File: src/rtl/conv3x3_stream_acc.sv
// Streaming single-channel 3x3 convolution: loads 9 signed weights, then slides a
// window over a raster-order unsigned 8-bit image and emits one 32-bit result per valid window.
module conv3x3_stream_acc #(
  parameter int IMG_W = 8,
  parameter int IMG_H = 8
) (
  input  logic        clk,
  input  logic        rst_n,
  input  logic [31:0] data_i,
  input  logic        valid_i,
  input  logic        bus_free,
  output logic        weight_ing,
  output logic [31:0] data_o,
  output logic        valid_o,
  output logic        conv_done
);

  localparam int CW = (IMG_W > 1) ? $clog2(IMG_W) : 1;
  localparam int RW = (IMG_H > 1) ? $clog2(IMG_H) : 1;

  typedef enum logic [1:0] {
    LOAD_W,
    CONV,
    DONE
  } state_t;

  state_t state_q, state_d;

  logic [3:0]          wcnt;
  logic [CW-1:0]       col;
  logic [RW-1:0]       row;
  logic signed [7:0]   wt [9];
  logic [7:0]          lb_top [IMG_W];
  logic [7:0]          lb_mid [IMG_W];
  logic [7:0]          win [3][2];
  logic [7:0]          new_col [3];
  logic [7:0]          pix;
  logic                w_accept;
  logic                p_accept;
  logic                last_col;
  logic                last_row;
  logic                win_full;
  logic signed [31:0]  acc;
  logic                unused_hi;

  assign pix        = data_i[7:0];
  assign unused_hi  = ^data_i[31:8];
  assign weight_ing = (state_q == LOAD_W);
  assign w_accept   = (state_q == LOAD_W) && valid_i;
  assign p_accept   = (state_q == CONV) && valid_i && bus_free;
  assign last_col   = (col == CW'(IMG_W - 1));
  assign last_row   = (row == RW'(IMG_H - 1));
  assign win_full   = (row >= RW'(2)) && (col >= CW'(2));

  // Signed weight times zero-extended pixel, widened to the accumulator width.
  function automatic logic signed [31:0] mac(input logic signed [7:0] w, input logic [7:0] p);
    logic signed [16:0] prod;
    prod = w * $signed({1'b0, p});
    return 32'(prod);
  endfunction

  always_comb begin
    new_col[0] = lb_top[col];
    new_col[1] = lb_mid[col];
    new_col[2] = pix;
  end

  // The rightmost window column is the incoming pixel plus the two rows above it,
  // so a result is ready combinationally on the accepting cycle.
  always_comb begin
    acc = '0;
    for (int i = 0; i < 3; i++) begin
      acc = acc + mac(wt[i*3+0], win[i][0])
                + mac(wt[i*3+1], win[i][1])
                + mac(wt[i*3+2], new_col[i]);
    end
  end

  always_comb begin
    state_d = state_q;
    case (state_q)
      LOAD_W: if (w_accept && (wcnt == 4'd8)) state_d = CONV;
      CONV:   if (p_accept && last_row && last_col) state_d = DONE;
      DONE:   state_d = LOAD_W;
      default: state_d = LOAD_W;
    endcase
  end

  always_ff @(posedge clk) begin
    if (rst_n) state_q <= LOAD_W;
    else       state_q <= state_d;
  end

  always_ff @(posedge clk) begin
    if (rst_n) begin
      wcnt <= '0;
      for (int k = 0; k < 9; k++) wt[k] <= '0;
    end else if (w_accept) begin
      wt[wcnt] <= $signed(pix);
      wcnt     <= (wcnt == 4'd8) ? 4'd0 : wcnt + 4'd1;
    end
  end

  // Counters wrap to zero on the final pixel, so the next frame starts clean.
  always_ff @(posedge clk) begin
    if (rst_n) begin
      col <= '0;
      row <= '0;
    end else if (p_accept) begin
      if (last_col) begin
        col <= '0;
        row <= last_row ? '0 : row + RW'(1);
      end else begin
        col <= col + CW'(1);
      end
    end
  end

  always_ff @(posedge clk) begin
    if (rst_n) begin
      for (int k = 0; k < IMG_W; k++) begin
        lb_top[k] <= '0;
        lb_mid[k] <= '0;
      end
      for (int i = 0; i < 3; i++) begin
        for (int j = 0; j < 2; j++) win[i][j] <= '0;
      end
    end else if (p_accept) begin
      lb_top[col] <= lb_mid[col];
      lb_mid[col] <= pix;
      for (int i = 0; i < 3; i++) begin
        win[i][0] <= win[i][1];
        win[i][1] <= new_col[i];
      end
    end
  end

  always_ff @(posedge clk) begin
    if (rst_n) begin
      data_o    <= '0;
      valid_o   <= 1'b0;
      conv_done <= 1'b0;
    end else begin
      valid_o   <= p_accept && win_full;
      conv_done <= p_accept && last_row && last_col;
      if (p_accept && win_full) data_o <= acc;
    end
  end

endmodule

File: config.mk
export PLATFORM = sky130hd
export DESIGN_NAME = conv3x3_stream_acc
export DESIGN_NICKNAME = d
export VERILOG_FILES = /design/src/rtl/conv3x3_stream_acc.sv
export SDC_FILE = /design/constraint.sdc
export NUM_CORES = 2
export LEC_CHECK = 0
export CORE_AREA = 2 2 245 247
export CTS_CLUSTER_SIZE = 24
export DETAILED_ROUTE_END_ITERATION = 8
export DIE_AREA = 0 0 247 249
export GPL_TIMING_DRIVEN = 0
export HOLD_SLACK_MARGIN = 0.12
export PLACE_DENSITY = 0.77
export SLEW_MARGIN = 15
export SYNTH_ARGS = -nofsm -noshare
export SYNTH_HDL_FRONTEND = slang
export SYNTH_SLANG_ARGS = --single-unit
File: constraint.sdc
create_clock -name clk -period 9.8 [get_ports clk]
set_input_delay 2.94 -clock clk [delete_from_list [all_inputs] [get_ports clk]]
set_output_delay 2.94 -clock clk [all_outputs]
set_load 0.05 [all_outputs]
==> metrics <==
post-synthesis mux area share 0.0322; Syn-to-layout area delta 9.69%; ys async rst share 0; Layout Nets 4215; crit path from data_i[5]; Tmin final 9.81 ns; Synth Area in Simple Gates 0.159; HP Class flop to flop; Synth Instances 3185; routed via count 22900; Iter 0 DRT Violations 2159; FMAX 102 MHz; worst skew pair latency 0.57 ns; kind of critical path input port to flop; complex-gate fraction of the synthesized area 0.0181; commonest non-fill, non-tap cell in the layout inv_1; Final Max Tran Viols 0; Fillers 4483; endpoints failing setup 1; Seq/Total Area, Yosys 0.241; Initial Util 0.585; CTS clk-pin slew, worst paths 0.06 ns; Die H 249 um; kind of end point of the critical path flop; hpwl dp 74.5 mm; Post-synth EDFFs 248; global-route wire length before repair 143 mm; Critical Path Fanout Max 8; Worst Max-Slew Pin Slew 1.19 ns; Finished Layout Cells 4094; number of global-route vias before repair 24400; Yosys reg bits 290; CP Data Arrival Time 10.26 ns; YS warnings 0; dpl cells 4005; H-tree depth 2; Avg WL per Cell 22.6 um; most frequent cells in the layout inv_1 (747), fa_1 (566), and2_1 (367), ha_1 (305), edfxtp_1 (248); outcome finished, violations left; RSZ-0062 raised after global routing true; Overflow after GRT 0; syn_nets 4109; largest net degree at the start of global routing 49; # IOs 71; XOR/XNOR share of the synthesized area 0.00383; largest family of logic cells by synthesized area adder cells; maxcap violations 0; failing checks negative setup slack; r2r setup slk 0.25 ns; Synth Area in Adders 0.450; Avg Vias per Cell 5.60; die area 0.0615 mm2; core footprint 0.0587 mm2; reg2reg end data_o[30]$_SDFFE_PP0P_; Antenna Violating Nets Remaining 0; Synth cell types 64; final clock skew 0.0197 ns; top_reg_cell synth edfxtp_1; cell area after synthesis 0.0343 mm2; Sink Count 290; final WL 92.6 mm; Sequential Area 0.00829 mm2; GRT Total Usage 0.314; CTS tree done; startpoint types input port; Die W 247 um; DRC errors left 0; routability cong. 0.957; Worst Reg-to-Reg Cells 27; CTS root buf clkbuf_16; Mean Syn Cell Area 10.8 um2; TritonCTS Buffers 35; Setup crit end data_o[30]$_SDFFE_PP0P_; Max-slew headroom 0.209; period utilization 1.00; Cell Rows 89; area of the multi-input gates 0.0230 mm2; final hold vios 0; layout cell share with drive strength beyond 1 0.0733; final worst slack -0.00741 ns; Req. time, crit path 10.26 ns; Port Buffers 46; DRT Pass-1 Iters 7; Max Root-Sink Buffers 3; initial antenna violation count 8; CTS Hold Buffers Added 0
==> worst min path at each step <==
stage,cells past startpoint,from,slack [ns],end
floorplan,2,row[2]$_SDFFE_PP0P_,0.45,row[2]$_SDFFE_PP0P_
global placement,2,data_o[6]$_SDFFE_PP0P_,0.44,data_o[6]$_SDFFE_PP0P_
detailed placement,2,data_o[6]$_SDFFE_PP0P_,0.44,data_o[6]$_SDFFE_PP0P_
CTS,2,data_o[6]$_SDFFE_PP0P_,0.45,data_o[6]$_SDFFE_PP0P_
global route,2,data_o[22]$_SDFFE_PP0P_,0.49,data_o[22]$_SDFFE_PP0P_
finish,2,data_o[6]$_SDFFE_PP0P_,0.45,data_o[6]$_SDFFE_PP0P_
==> layout make-up <==
cell class | instances | share of cell area
diodes | 4 | 0.000266
plain buffers | 77 | 0.0164
clock buffers | 43 | 0.0242
clock inverters | 20 | 0.00641
inverters | 761 | 0.0759
multi-input cells | 2056 | 0.611
flip-flops and latches | 290 | 0.220
well taps | 773 | 0.0257
repair buffers | 70 | 0.0197
==> repair_timing <==
item | CTS | global route
endpoints found under the setup margin | 21 | 14
gates resized for setup | 112 | 45
endpoints found under the hold margin | 0 | 0
buffers inserted | 14 | 9
pin swaps | 27 | 38
==> cells by family after synthesis <==
kind of cell | Yosys count
AND/OR/NAND/NOR | 1006
flip-flops | 290
buffers and inverters | 839
adder cells (fa/ha/maj) | 888
AO/OA/AOI/OAI | 96
multiplexers | 51
XOR/XNOR | 15
==> cell usage after synthesis, drive strengths merged, types with 5 or more instances <==
master / number / share of area
a21oi: 43 / 0.0066
nor2: 124 / 0.014
xor2: 7 / 0.0018
nand4: 6 / 0.0011
inv: 760 / 0.083
and2: 373 / 0.068
o21ai: 12 / 0.0017
ha: 310 / 0.11
clkbuf: 44 / 0.0048
dfxtp: 42 / 0.024
or3: 5 / 0.00091
edfxtp: 248 / 0.22
mux4: 32 / 0.021
mux2i: 19 / 0.011
nand2: 215 / 0.024
fa: 578 / 0.34
nor2b: 90 / 0.016
nor3: 13 / 0.0025
xnor2: 8 / 0.0020
nand3: 17 / 0.0026
a21o: 10 / 0.0022
and3: 70 / 0.013
nand2b: 75 / 0.014
buf: 34 / 0.0072
or2: 6 / 0.0011
a211oi: 7 / 0.0017
==> routing by layer <==
| layer | share of wire | global-route usage | routed length [um] | vias up |
|---|---|---|---|---|
| met5 | 0 | 0 | 0 | - |
| met4 | 0.056 | 0.150 | 5150 | 0 |
| met3 | 0.11 | 0.0765 | 9760 | 235 |
| met2 | 0.46 | 0.484 | 42800 | 1077 |
| met1 | 0.38 | 0.418 | 34900 | 11700 |
| li1 | - | - | - | 9942 |
==> flip-flops by register name, indices dropped and copies added, names as in the netlist, 3 cells and up, named ones only <==
register,cells
col,3
data_o,25
lb_mid,64
wt,72
win,48
row,3
lb_top,64
wcnt,4
==> worst max-delay path, cell delays in order <==
cell       delay, ns
buf_12          0.12
clkbuf_16       0.15
nand2_2         0.05
fa_1            0.51
inv_1           0.05
fa_1            0.43
inv_2           0.12
fa_1            0.46
fa_1            0.51
inv_1           0.06
fa_1            0.48
inv_1           0.08
fa_1            0.47
fa_1            0.52
inv_1           0.05
fa_1            0.46
fa_1            0.53
inv_1           0.06
fa_1            0.56
inv_2           0.07
ha_4            0.29
a21o_1          0.13
a21o_1          0.16
a21oi_4         0.09
a21oi_4         0.22
o2111ai_2       0.16
and3b_1         0.21
o311a_1         0.32
==> through the flow <==
stage | setup WS [ns] | TNS [ns] | util | hold slack, ns | area [um2]
5_1_grt | -0.169 | -1.00 | 0.641 | 0.489 | 37600
3_5_place_dp | -2.08 | -33.92 | 0.611 | 0.444 | 35900
3_3_place_gp | -2.06 | -33.69 | 0.611 | 0.440 | 35800
2_1_floorplan | -0.0134 | -0.0134 | - | 0.454 | 34400
4_1_cts | 0.0126 | 0 | 0.638 | 0.453 | 37400
6_report | -0.00741 | -0.00741 | 0.642 | 0.453 | 37700
Power is not shown: default switching activity piles up to over one toggle a cycle in this logic, so the estimate is an artifact.
